`config.mk`:
```
export PLATFORM = sky130hd
export DESIGN_NAME = delay_load_ctrl
export DESIGN_NICKNAME = d
export VERILOG_FILES = /design/src/rtl/delay_load_pkg.sv /design/src/rtl/reg_word_settle.sv /design/src/rtl/delay_load_ctrl.sv
export SDC_FILE = /design/constraint.sdc
export NUM_CORES = 1
export LEC_CHECK = 0
export CELL_PAD_IN_SITES_DETAIL_PLACEMENT = 1
export CELL_PAD_IN_SITES_GLOBAL_PLACEMENT = 2
export CORE_ASPECT_RATIO = 0.75
export CORE_MARGIN = 2
export CORE_UTILIZATION = 35
export DETAILED_ROUTE_END_ITERATION = 7
export MAX_ROUTING_LAYER = met4
export PLACE_DENSITY = 0.82
export SLEW_MARGIN = 20
export SYNTH_ARGS = -nofsm -noshare
export SYNTH_HDL_FRONTEND = slang
export SYNTH_SLANG_ARGS = --single-unit
```
`constraint.sdc`:
```
create_clock -name user_clk -period 2.54 [get_ports user_clk]
set_input_delay 0.254 -clock user_clk [delete_from_list [all_inputs] [get_ports user_clk]]
set_output_delay 0.254 -clock user_clk [all_outputs]
set_load 0.02 [all_outputs]
```
`src/rtl/delay_load_pkg.sv`:
```
// Shared constants and state type for the software delay-load controller.
// Used by delay_load_ctrl and reg_word_settle.
package delay_load_pkg;

    localparam int REQ_BIT           = 31;
    localparam int IMM_BIT           = 30;
    localparam int DEFAULT_DELAY_W   = 12;
    localparam int DEFAULT_MAX_DELAY = 4095;

    typedef enum logic [0:0] {
        IDLE  = 1'b0,
        ARMED = 1'b1
    } state_e;

endpackage

```
`src/rtl/reg_word_settle.sv`:
```
// Two-stage settle pipeline for a software register word, with rising-edge
// request detection on one selectable bit, evaluated only on stable cycles.
module reg_word_settle
    import delay_load_pkg::*;
#(
    parameter int W        = 32,
    parameter int EDGE_BIT = REQ_BIT
) (
    input  logic         clk,
    input  logic         rst_n,
    input  logic [W-1:0] word_in,
    output logic [W-1:0] word,
    output logic         req
);

    logic [W-1:0] d1_q, d1_d;
    logic [W-1:0] d2_q, d2_d;
    logic [1:0]   fill_q, fill_d;
    logic         primed_q, primed_d;
    logic         last_q, last_d;
    logic         stable_s;

    // fill_q keeps the reset-cleared history from counting as a stable word,
    // so a request bit already high at reset release only primes the detector.
    assign stable_s = fill_q[1] & (d1_q == d2_q);
    assign req      = primed_q & stable_s & d1_q[EDGE_BIT] & ~last_q;
    assign word     = d1_q;

    // Next-state for the settle pipeline and edge-detect history.
    always_comb begin
        d1_d     = word_in;
        d2_d     = d1_q;
        fill_d   = {fill_q[0], 1'b1};
        primed_d = primed_q;
        last_d   = last_q;
        if (stable_s) begin
            primed_d = 1'b1;
            last_d   = d1_q[EDGE_BIT];
        end else begin
            primed_d = primed_q;
            last_d   = last_q;
        end
    end

    // Settle pipeline and edge-detect state registers.
    always_ff @(posedge clk or negedge rst_n) begin
        if (!rst_n) begin
            d1_q     <= '0;
            d2_q     <= '0;
            fill_q   <= 2'b00;
            primed_q <= 1'b0;
            last_q   <= 1'b0;
        end else begin
            d1_q     <= d1_d;
            d2_q     <= d2_d;
            fill_q   <= fill_d;
            primed_q <= primed_d;
            last_q   <= last_d;
        end
    end

endmodule

```
`src/rtl/delay_load_ctrl.sv`:
```
// Applies a clamped coarse delay from a software word, immediately or on the
// next F-engine sync. Define DELAY_LOAD_CNT_EN to add the load_count port.
module delay_load_ctrl
    import delay_load_pkg::*;
#(
    parameter int DELAY_W   = DEFAULT_DELAY_W,
    parameter int MAX_DELAY = DEFAULT_MAX_DELAY,
    parameter int CNT_W     = 16
) (
    input  logic               user_clk,
    input  logic               user_rst_n,
    input  logic [31:0]        user_data_in,
    input  logic               sync_in,
    output logic [DELAY_W-1:0] delay_out,
    output logic               delay_load,
    output logic               armed,
    output logic               clamped
`ifdef DELAY_LOAD_CNT_EN
    ,
    output logic [CNT_W-1:0]   load_count
`endif
);

    localparam logic [31:0]        MAX_W = 32'(MAX_DELAY);
    localparam logic [DELAY_W-1:0] MAX_V = DELAY_W'(MAX_DELAY);

    logic [31:0]        word_s;
    logic               req_s;
    logic               imm_s;
    logic [DELAY_W-1:0] new_raw_s;
    logic [DELAY_W-1:0] new_val_s;
    logic               new_clamp_s;
    logic               unused_word_s;

    state_e             state_q, state_d;
    logic [DELAY_W-1:0] pend_val_q, pend_val_d;
    logic               pend_clamp_q, pend_clamp_d;
    logic [DELAY_W-1:0] delay_out_q, delay_out_d;
    logic               delay_load_q, delay_load_d;
    logic               armed_q, armed_d;
    logic               clamped_q, clamped_d;

    reg_word_settle #(
        .W        (32),
        .EDGE_BIT (REQ_BIT)
    ) u_settle (
        .clk     (user_clk),
        .rst_n   (user_rst_n),
        .word_in (user_data_in),
        .word    (word_s),
        .req     (req_s)
    );

    assign imm_s         = word_s[IMM_BIT];
    assign new_raw_s     = word_s[DELAY_W-1:0];
    assign new_clamp_s   = (32'(new_raw_s) > MAX_W);
    assign new_val_s     = new_clamp_s ? MAX_V : new_raw_s;
    assign unused_word_s = ^{word_s[REQ_BIT], word_s[IMM_BIT-1:DELAY_W]};

    // Load FSM: capture on request, apply now or on the next sync. A new
    // request in ARMED is evaluated after the sync so it re-arms or overrides.
    always_comb begin
        state_d      = state_q;
        pend_val_d   = pend_val_q;
        pend_clamp_d = pend_clamp_q;
        delay_out_d  = delay_out_q;
        clamped_d    = clamped_q;
        delay_load_d = 1'b0;
        case (state_q)
            IDLE: begin
                if (req_s) begin
                    pend_val_d   = new_val_s;
                    pend_clamp_d = new_clamp_s;
                    if (imm_s) begin
                        delay_out_d  = new_val_s;
                        clamped_d    = new_clamp_s;
                        delay_load_d = 1'b1;
                    end else begin
                        state_d = ARMED;
                    end
                end else begin
                    state_d = IDLE;
                end
            end
            ARMED: begin
                if (sync_in) begin
                    delay_out_d  = pend_val_q;
                    clamped_d    = pend_clamp_q;
                    delay_load_d = 1'b1;
                    state_d      = IDLE;
                end else begin
                    state_d = ARMED;
                end
                if (req_s) begin
                    pend_val_d   = new_val_s;
                    pend_clamp_d = new_clamp_s;
                    if (imm_s) begin
                        delay_out_d  = new_val_s;
                        clamped_d    = new_clamp_s;
                        delay_load_d = 1'b1;
                        state_d      = IDLE;
                    end else begin
                        state_d = ARMED;
                    end
                end else begin
                    pend_val_d = pend_val_q;
                end
            end
            default: begin
                state_d = IDLE;
            end
        endcase
        armed_d = (state_d == ARMED);
    end

    // Control state and registered outputs.
    always_ff @(posedge user_clk or negedge user_rst_n) begin
        if (!user_rst_n) begin
            state_q      <= IDLE;
            pend_val_q   <= '0;
            pend_clamp_q <= 1'b0;
            delay_out_q  <= '0;
            delay_load_q <= 1'b0;
            armed_q      <= 1'b0;
            clamped_q    <= 1'b0;
        end else begin
            state_q      <= state_d;
            pend_val_q   <= pend_val_d;
            pend_clamp_q <= pend_clamp_d;
            delay_out_q  <= delay_out_d;
            delay_load_q <= delay_load_d;
            armed_q      <= armed_d;
            clamped_q    <= clamped_d;
        end
    end

    assign delay_out  = delay_out_q;
    assign delay_load = delay_load_q;
    assign armed      = armed_q;
    assign clamped    = clamped_q;

`ifdef DELAY_LOAD_CNT_EN
    logic [CNT_W-1:0] load_count_q, load_count_d;

    // Counts applied loads, wrapping naturally at the counter width.
    always_comb begin
        if (delay_load_d) begin
            load_count_d = load_count_q + CNT_W'(1);
        end else begin
            load_count_d = load_count_q;
        end
    end

    // Load counter register.
    always_ff @(posedge user_clk or negedge user_rst_n) begin
        if (!user_rst_n) begin
            load_count_q <= '0;
        end else begin
            load_count_q <= load_count_d;
        end
    end

    assign load_count = load_count_q;
`else
    logic [CNT_W-1:0] unused_cnt_s;
    assign unused_cnt_s = '0;
`endif

endmodule

```
==> impl_metrics.json, run 1 <==
{
  "outcome": "complete, no violations",
  "totalWireLength_um": 5820,
  "setup-tns-final_ps": 0,
  "hold_buffers": 1,
  "category_of_the_critical_setup_timing_path": "reg -> reg",
  "rsz0062_at_grt": "false",
  "clk_path_buf_depth": 2,
  "post_dp_cell_area_um2": 4013,
  "routabilityCongestion": 0.7079,
  "antenna_cells_inserted": 0,
  "port_buffers": 49,
  "post_synthesis_cell_count": 192,
  "wl_per_cell_um": 15.08,
  "grt_first_pass_wirelength_um": 9508,
  "route.detailed.drc": 0,
  "drt-vias-per-instance": 4.365,
  "finalCritPeriodShare_pct": 80.25,
  "yosys_synthesis_warning_count": 0,
  "drt_first_pass_iters": 2,
  "crit_required_ps": 2760,
  "die-area_um2": 10370,
  "htree_num_levels": 3,
  "grt_antenna_before_repair": 0,
  "max_stage_delay_ps": 430,
  "min_path_type": "in -> reg",
  "nNetsFinal": 289,
  "max_slew.worst_pin.slew_ps": 641.8,
  "cts.clk_slew.worst_paths_ps": 60,
  "achievable_frequency_mhz": 490.6,
  "ys_seq_area_share_pct": 71.00,
  "vias_in_the_first_global_route": 1839,
  "drive_gt1_share_pct": 21.71,
  "route.antenna.remaining_nets": 0,
  "final_core_utilization_pct": 47.34,
  "grt-ovfl-total": 0,
  "ys_ff_latch": 95,
  "cts_inserted_buffers": 9,
  "count_of_max_cap_constraint_violations": 0,
  "drt_iter0_drc": 46,
  "clock_tree_root_buffer_cell": "sky130_fd_sc_hd__clkbuf_16",
  "final_design_area_no_fill_um2": 4335,
  "maxSlewViolCount": 0,
  "starting_density_pct": 36.56,
  "synth_cell_types": 22,
  "dieWidth_um": 116.9,
  "die_height_um": 88.71,
  "coreArea_um2": 9159,
  "synth.avg_cell_area_um2": 17.44,
  "fin_crit_ps": 2038,
  "synth.net_count": 227,
  "routed-via-count": 1685,
  "post_cts.repair.setup_buffers": 0,
  "fp-row-count": 30,
  "critical-path-slowest-cell": "sky130_fd_sc_hd__dfrtp_1",
  "syn-cell-area_um2": 3348,
  "io_pins": 50,
  "gr-usage-all-layers_pct": 13.16,
  "clock-sinks": 95,
  "dp.final_hpwl_um": 3955,
  "power_density_nw_per_um2": 729.9,
  "irDropWorstVdd_uv": 380.8,
  "tritoncts": "built",
  "worst_skew_pair.late_latency_ps": 340,
  "worstPathCellList": "xnor2_1 > nand4_1 > nor4_4 > nand4_2 > buf_4 > mux2_1",
  "setup_viol": 0,
  "max_clock_skew_ps": 6.051,
  "leakage_uw": 0.002003,
  "max_slew_margin_pct": 57.11,
  "setup.worst_path.end_class": "flop",
  "crit_path_start_kind": "flop",
  "grt_start_max_net_pins": 40,
  "post_cts_resize_count": 0,
  "area_growth_pct": 29.48,
  "hold_viol": 0,
  "critical_path_peak_fanout": 14,
  "worstPathArrival_ps": 2250
}
-- cell type report --
type	count	area, um^2
inverters	1	3.754
well taps	128	160.2
multi-input cells	93	940.9
clock buffers	11	242.7
repair buffers	54	540.5
flip-flops and latches	95	2377
clock inverters	4	70.07
fillers	910	4823
-- synthesized netlist by cell type, drive strengths merged --
master / number / area, um^2
dfrtp: 95 / 2377
mux2: 37 / 480.5
xnor2: 28 / 245.2
nand4: 8 / 62.56
nand2: 3 / 11.26
nand2b: 3 / 18.77
xor2: 3 / 26.28
buf: 2 / 22.52
nand3: 2 / 10.01
nor4: 2 / 42.54
and2: 1 / 6.260
and3: 1 / 6.260
clkbuf: 1 / 3.750
conb: 1 / 3.750
inv: 1 / 3.750
mux2i: 1 / 10.01
nor2: 1 / 3.750
nor3: 1 / 5.000
o2111ai: 1 / 8.760
-- power breakdown --
group          internal [uW]  switching (uW)
logic                   85.2            60.1
registers               1570            37.5
clock network            880             534
-- cell families (layout without fill, tap and decap cells) --
| kind of cell | count (synthesis) | in the layout | share of synthesized area, % |
|---|---|---|---|
| flip-flops | 95 | 95 | 71.00 |
| buffers and inverters | 4 | 70 | 0.8966 |
| AO/OA/AOI/OAI | 1 | 1 | 0.2616 |
| multiplexers | 38 | 38 | 14.65 |
| other | 1 | 1 | 0.1120 |
| XOR/XNOR | 31 | 31 | 8.109 |
| AND/OR/NAND/NOR | 22 | 22 | 4.970 |
-- worst max-delay path, delay by kind of cell, from the launching register on --
family	cells	cell delay, ps
and+or+nand+nor	3	730
DFF	1	430
xor gates and xnor gates	1	170
muxes	1	330
buffers and inverters	1	250
-- layout by cell type (no fill, tap or decap), types with 2 or more instances in the layout --
cell type and instances:
sky130_fd_sc_hd__xnor2_1 28, sky130_fd_sc_hd__buf_4 4, sky130_fd_sc_hd__clkinv_2 2, sky130_fd_sc_hd__dfrtp_1 95
sky130_fd_sc_hd__clkdlybuf4s50_1 48, sky130_fd_sc_hd__nand4_1 6, sky130_fd_sc_hd__bufinv_16 2, sky130_fd_sc_hd__clkbuf_16 9
sky130_fd_sc_hd__nand2b_1 3, sky130_fd_sc_hd__mux2_1 4, sky130_fd_sc_hd__nor4_4 2, sky130_fd_sc_hd__mux2_4 17
sky130_fd_sc_hd__xor2_1 3, sky130_fd_sc_hd__nand4_2 2, sky130_fd_sc_hd__nand3_1 2, sky130_fd_sc_hd__mux2_2 16
sky130_fd_sc_hd__nand2_1 3
-- path summary, 6_finish.rpt --
kind | from | end | slack [ps] | depth (start not counted)
worst max-delay path | u_settle.word[9] | delay_out[11] | 500 | 6
worst min-delay path | user_data_in[8] | u_settle.word[8] | 350 | 1
worst max register to register | u_settle.word[9] | delay_out[11] | 500 | 6
worst min register to register | u_settle.fill_q[0] | u_settle.fill_q[1] | 360 | 0
max in group asynchronous | user_rst_n | u_settle.d2_q[10] | 1470 | 3
min in group asynchronous | user_rst_n | u_settle.d2_q[21] | 420 | 2
-- flip-flops by register name (all words and copies together) (netlist names) --
| register | cells |
|---|---|
| u_settle.primed_q | 1 |
| delay_load | 1 |
| u_settle.fill_q | 2 |
| pend_val_q | 12 |
| u_settle.d2_q | 32 |
| delay_out | 12 |
| u_settle.last_q | 1 |
| armed | 1 |
| clamped | 1 |
| u_settle.word | 32 |
-- routing by layer --
metal / routed length (um) / up-vias / global-route usage, %
met5: 0 / - / -
met4: 86 / 0 / 5.455
met3: 260 / 7 / 4.932
met2: 2604 / 39 / 17.71
met1: 2868 / 871 / 17.83
li1: - / 768 / -
-- metrics by stage --
| step | hold WS (ps) | setup slack (ps) | power, uW | cells |
|---|---|---|---|---|
| 5_1_grt | 342.2 | 323.1 | 3294 | 386 |
| 4_1_cts | 338.4 | 462.2 | 3217 | 386 |
| 3_5_place_dp | 259.5 | 485.8 | 1782 | 370 |
| 6_report | 350.6 | 501.6 | 3164 | 386 |
| 2_1_floorplan | -41.59 | 668.8 | 1674 | 192 |
| 3_3_place_gp | 255.9 | 511.2 | 1776 | 370 |
Power figures use the tool's default switching activity.
==> run 2, diff against run 1 <==
--- a/config.mk
+++ b/config.mk
@@ -12,7 +12,7 @@
 export CORE_UTILIZATION = 35
 export DETAILED_ROUTE_END_ITERATION = 7
 export MAX_ROUTING_LAYER = met4
-export PLACE_DENSITY = 0.82
+export PLACE_DENSITY = 0.84
 export SLEW_MARGIN = 20
 export SYNTH_ARGS = -nofsm -noshare
 export SYNTH_HDL_FRONTEND = slang
==> constraint.sdc (replaced) <==
create_clock -name user_clk -period 1.8 [get_ports user_clk]
set_input_delay 0.18 -clock user_clk [delete_from_list [all_inputs] [get_ports user_clk]]
set_output_delay 0.18 -clock user_clk [all_outputs]
set_load 0.02 [all_outputs]
==> impl_metrics.json, run 2 (same netlist as run 1, synthesis figures left out) <==
{
  "outcome": "finished, violations left",
  "violations": "setup timing",
  "coreArea_um2": 9159,
  "fin_crit_ps": 2013,
  "io_pins": 50,
  "route.detailed.drc": 0,
  "area_growth_pct": 35.43,
  "clkPwrFrac_pct": 44.0,
  "rsz0062_at_grt": "true",
  "cts.clk_slew.worst_paths_ps": 60,
  "power.net_switching_uw": 893.4,
  "mostFrequentLayoutCell": "sky130_fd_sc_hd__dfrtp_1",
  "critical-path-slowest-cell": "sky130_fd_sc_hd__nor4_4",
  "p_int_uw": 3573,
  "fin_hold_ws_ps": 277.7,
  "worst_r2r_path_depth": 6,
  "vias_in_the_first_global_route": 1958,
  "nNetsFinal": 308,
  "power_density_nw_per_um2": 985.0,
  "grt-ovfl-total": 0,
  "die-area_um2": 10370,
  "leakage_uw": 0.002114,
  "critical_path.reg2reg.endpoint": "delay_out[3]",
  "starting_density_pct": 36.56,
  "min_path_cells": 1,
  "achievable_frequency_mhz": 496.9,
  "min_path_type": "in -> reg",
  "power_uw": 4466,
  "clock_tree_root_buffer_cell": "sky130_fd_sc_hd__clkbuf_16",
  "worst_hold_startpoint": "user_data_in[19]",
  "cts_inserted_buffers": 9,
  "drt-vias-per-instance": 4.401,
  "route.antenna.remaining_nets": 0,
  "rr_startpoint": "u_settle.word[10]",
  "r2r_setup_slack_ps": -210,
  "combPwrFrac_pct": 5.4,
  "critical_path_peak_fanout": 9,
  "power_frac_seq_pct": 50.6,
  "category_of_the_critical_setup_timing_path": "reg -> reg",
  "max_stage_delay_ps": 430,
  "totalWireLength_um": 6058,
  "postLayoutSetupSlackWorst_ps": -212.6,
  "clk_path_buf_depth": 2,
  "tritoncts": "built",
  "routed-via-count": 1787,
  "fp-row-count": 30,
  "port_buffers": 49,
  "routabilityCongestion": 0.7280,
  "grt_start_max_net_pins": 96,
  "drt_first_pass_iters": 3,
  "count_of_max_cap_constraint_violations": 0,
  "worstPathArrival_ps": 2230,
  "clock-sinks": 95,
  "dp.final_hpwl_um": 3996,
  "crit_required_ps": 2020,
  "grt_antenna_before_repair": 0,
  "irDropWorstVdd_uv": 500.0,
  "crit_path_start_kind": "flop",
  "maxSlewViolCount": 0,
  "gr-usage-all-layers_pct": 14.00,
  "drt_iter0_drc": 65,
  "die_height_um": 88.71,
  "grt_first_pass_wirelength_um": 10140,
  "max_clock_skew_ps": 4.990,
  "whs_endpoint": "u_settle.word[19]",
  "layout_common_cells": "sky130_fd_sc_hd__dfrtp_1 (95), sky130_fd_sc_hd__clkdlybuf4s50_1 (48), sky130_fd_sc_hd__xnor2_1 (26), sky130_fd_sc_hd__mux2_4 (21), sky130_fd_sc_hd__buf_4 (17)",
  "worstPathCellList": "xnor2_1 > nand4_1 > nor4_4 > nand4_2 > buf_6 > mux2_4",
  "finalCritPeriodShare_pct": 111.8,
  "wl_per_cell_um": 14.92,
  "hold_viol": 0,
  "worst_skew_pair.late_latency_ps": 340,
  "setup.worst_path.end_class": "flop",
  "htree_num_levels": 3,
  "setup_viol": 27,
  "drive_gt1_share_pct": 28.42,
  "antenna_cells_inserted": 0,
  "swShare_pct": 20.00,
  "dieWidth_um": 116.9
}
[run 2: layer usage]
layer | global-route usage (%) | vias to the layer above | part of all wire, %
li1 | - | 820 | -
met1 | 17.37 | 919 | 46
met2 | 21.18 | 38 | 47
met3 | 5.342 | 10 | 4.9
met4 | 4.813 | 0 | 1.5
met5 | - | - | 0
[run 2: per-stage QoR]
stage / worst slack (ps) / std cells / setup TNS [ps] / area, um^2 / utilization [%]
floorplan: -34.97 / 192 / -360.0 / 3348 / -
global placement: -129.4 / 385 / -2717 / 4138 / 45.18
detailed placement: -184.8 / 385 / -4076 / 4138 / 45.18
CTS: -184.2 / 403 / -4051 / 4493 / 49.06
global route: -315.0 / 406 / -7828 / 4534 / 49.51
finish: -212.6 / 406 / -4840 / 4534 / 49.51
[run 2: cell type report]
type	instances	area, um^2
multi-input cells	93	970.9
clock buffers	13	240.2
well taps	128	160.2
repair buffers	73	714.4
fillers	915	4624
clock inverters	3	67.56
flip-flops and latches	95	2377
inverters	1	3.754
[run 2: worst max path at each step]
stage                      startpoint            end  slack (ps)  cells after the start
finish              u_settle.word[10]   delay_out[3]        -210                      6
global route        u_settle.d2_q[10]  pend_val_q[9]        -320                      6
CTS                 u_settle.word[10]   delay_out[3]        -180                      6
detailed placement  u_settle.word[10]  pend_val_q[5]        -180                      6
global placement    u_settle.word[17]  delay_out[10]        -130                      6
floorplan            u_settle.word[7]  delay_out[10]         -30                      6
[run 2: repair_timing]
| item | CTS | global route |
|---|---|---|
| setup endpoints to repair | 26 | 28 |
| hold endpoints to repair | 95 | 0 |
| pin swaps | 1 | 4 |
| setup buffers | 1 | 3 |
| gates resized for setup | 7 | 4 |
| hold buffers | 1 | 0 |
[run 2: critical path: cells and delay by family, from the launching register on]
kind | cells | cell delay, ps
xor gates and xnor gates | 1 | 160
buffers and inverters | 1 | 200
DFF | 1 | 400
muxes | 1 | 300
and+or+nand+nor | 3 | 840
[run 2: power by group through the flow]
stage	clock network (uW)	logic (uW)	registers, uW
5_1_grt	2120	267	2270
6_report	1970	241	2260
2_1_floorplan	0	72.7	2290
3_5_place_dp	0	239	2300
3_3_place_gp	0	234	2290
4_1_cts	2030	246	2260
==> edit: new RTL, config.mk and constraints of run 2 <==
Add an input register stage for `user_data_in`; this delays it by one clock. The other inputs are not delayed to match.
--- a/src/rtl/delay_load_ctrl.sv
+++ b/src/rtl/delay_load_ctrl.sv
@@ -26,2 +26,8 @@
 
+    logic [31:0] user_data_q;
+
+    always_ff @(posedge user_clk) begin
+        user_data_q <= user_data_in;
+    end
+
     logic [31:0]        word_s;
@@ -48,3 +54,3 @@
         .rst_n   (user_rst_n),
-        .word_in (user_data_in),
+        .word_in (user_data_q),
         .word    (word_s),
Function: changed (a bounded check fails within 10 cycles, from zero or initial values and one cycle with user_rst_n low).
==> edit against run 2 <==
- the run still ends with setup timing left
- final area grew 21%
- via count up 12%
- hold slack worse by 69 ps
- largest cell class unchanged
- synthesized cell count increased by 17%
- clock skew increased by 1.3 ps
- critical endpoint is now delay_out[7]$_DFFE_PN0P_
- synthesized area increased by 19%
- die area up 18%
- critical path type unchanged
- sequential cell count grew 32
- worst setup slack got worse by 9.2 ps
- largest power group is now the clock network
- sequential share of layout area is 2.7 points higher
- count of clock-buffer cells in the layout is 14 higher
- routed wire length grew 18%
- total power grew 49%
==> edit: results <==
global_routing:
  grtUsageMet1_pct: 16.1
  grt_max_degree: 35
  first_global_vias: 2237
  grt_pass1_wl_mm: 11.9
  use_met3_pct: 5.12
placed_design:
  place_area_sq_mm: 0.00481
  routabilityCongestion: 0.705
  dp_cells: 431
  hpwl_mm: 4.66
  dp_slack_ps: -182
pwr:
  p_sw_mw: 1.29
  ir_drop_uv: 669
  power.leakage_nw: 2.53
setup_path:
  r2r_start: "u_settle.word[7]$_DFF_PN0_"
  max_stage_delay_ps: 460
  critPathCapture: "delay_out[7]$_DFFE_PN0P_"
clocking:
  h-tree-depth: 4
  clk_latency_ps: 410
cells_and_area:
  layout-drive-gt1-share_pct: 29.1
  nNetsFinal: 348
status:
  outcome: "finished with violations"
  violations: "setup timing"
drt:
  wl_met3_um: 340
  drt-vias-per-instance: 4.31
  wl_met1_mm: 3.27
  dr.first_iter.drc_count: 98
logic_synthesis:
  yosysUniqueCellTypes: 23
  synth_cells: 224
  syn-num-nets: 259
  synth_common_cells: "dfrtp_1 (95), dfxtp_1 (32), xnor2_1 (28)"
worst_hold_path:
  worstHoldStart: "user_data_in[14]"
timing:
  tns_ps: -4930
  worst_slack_ps: -222
  whs_ps: 208
  setup_viol: 27
[edit: changes by cell type after synthesis]
cell and change:
dfxtp_1 +32
[edit: power groups by stage]
stage / Sequential (mW) / Combinational [mW] / Clock (mW)
final: 3.02 / 0.240 / 3.39
after detailed placement: 3.07 / 0.240 / 0
after global routing: 3.03 / 0.268 / 3.60
after floorplan: 3.06 / 0.0727 / 0
after CTS: 3.02 / 0.247 / 3.47
after global placement: 3.06 / 0.234 / 0
[edit: kinds of logic (layout without fill, tap and decap cells)]
family          Yosys count  count (layout)  synth area share [%]
flops                   127             127                  75.7
mux                      38              38                  12.3
xor+xnor                 31              31                  6.81
simple gates             22              22                  4.17
buf+inv                   4             106                 0.753
other cells               1               1                0.0940
compound gates            1               1                 0.220
[edit: layout make-up]
cell class                      count  area [sq um]
Fill cell                        1041          5550
Inverter                            1          3.75
Sequential cell                   127          3020
Timing Repair Buffer               73           711
Clock inverter                      5          75.1
Clock buffer                       27           523
Tap cell                          140           175
Multi-Input combinational cell     93           965
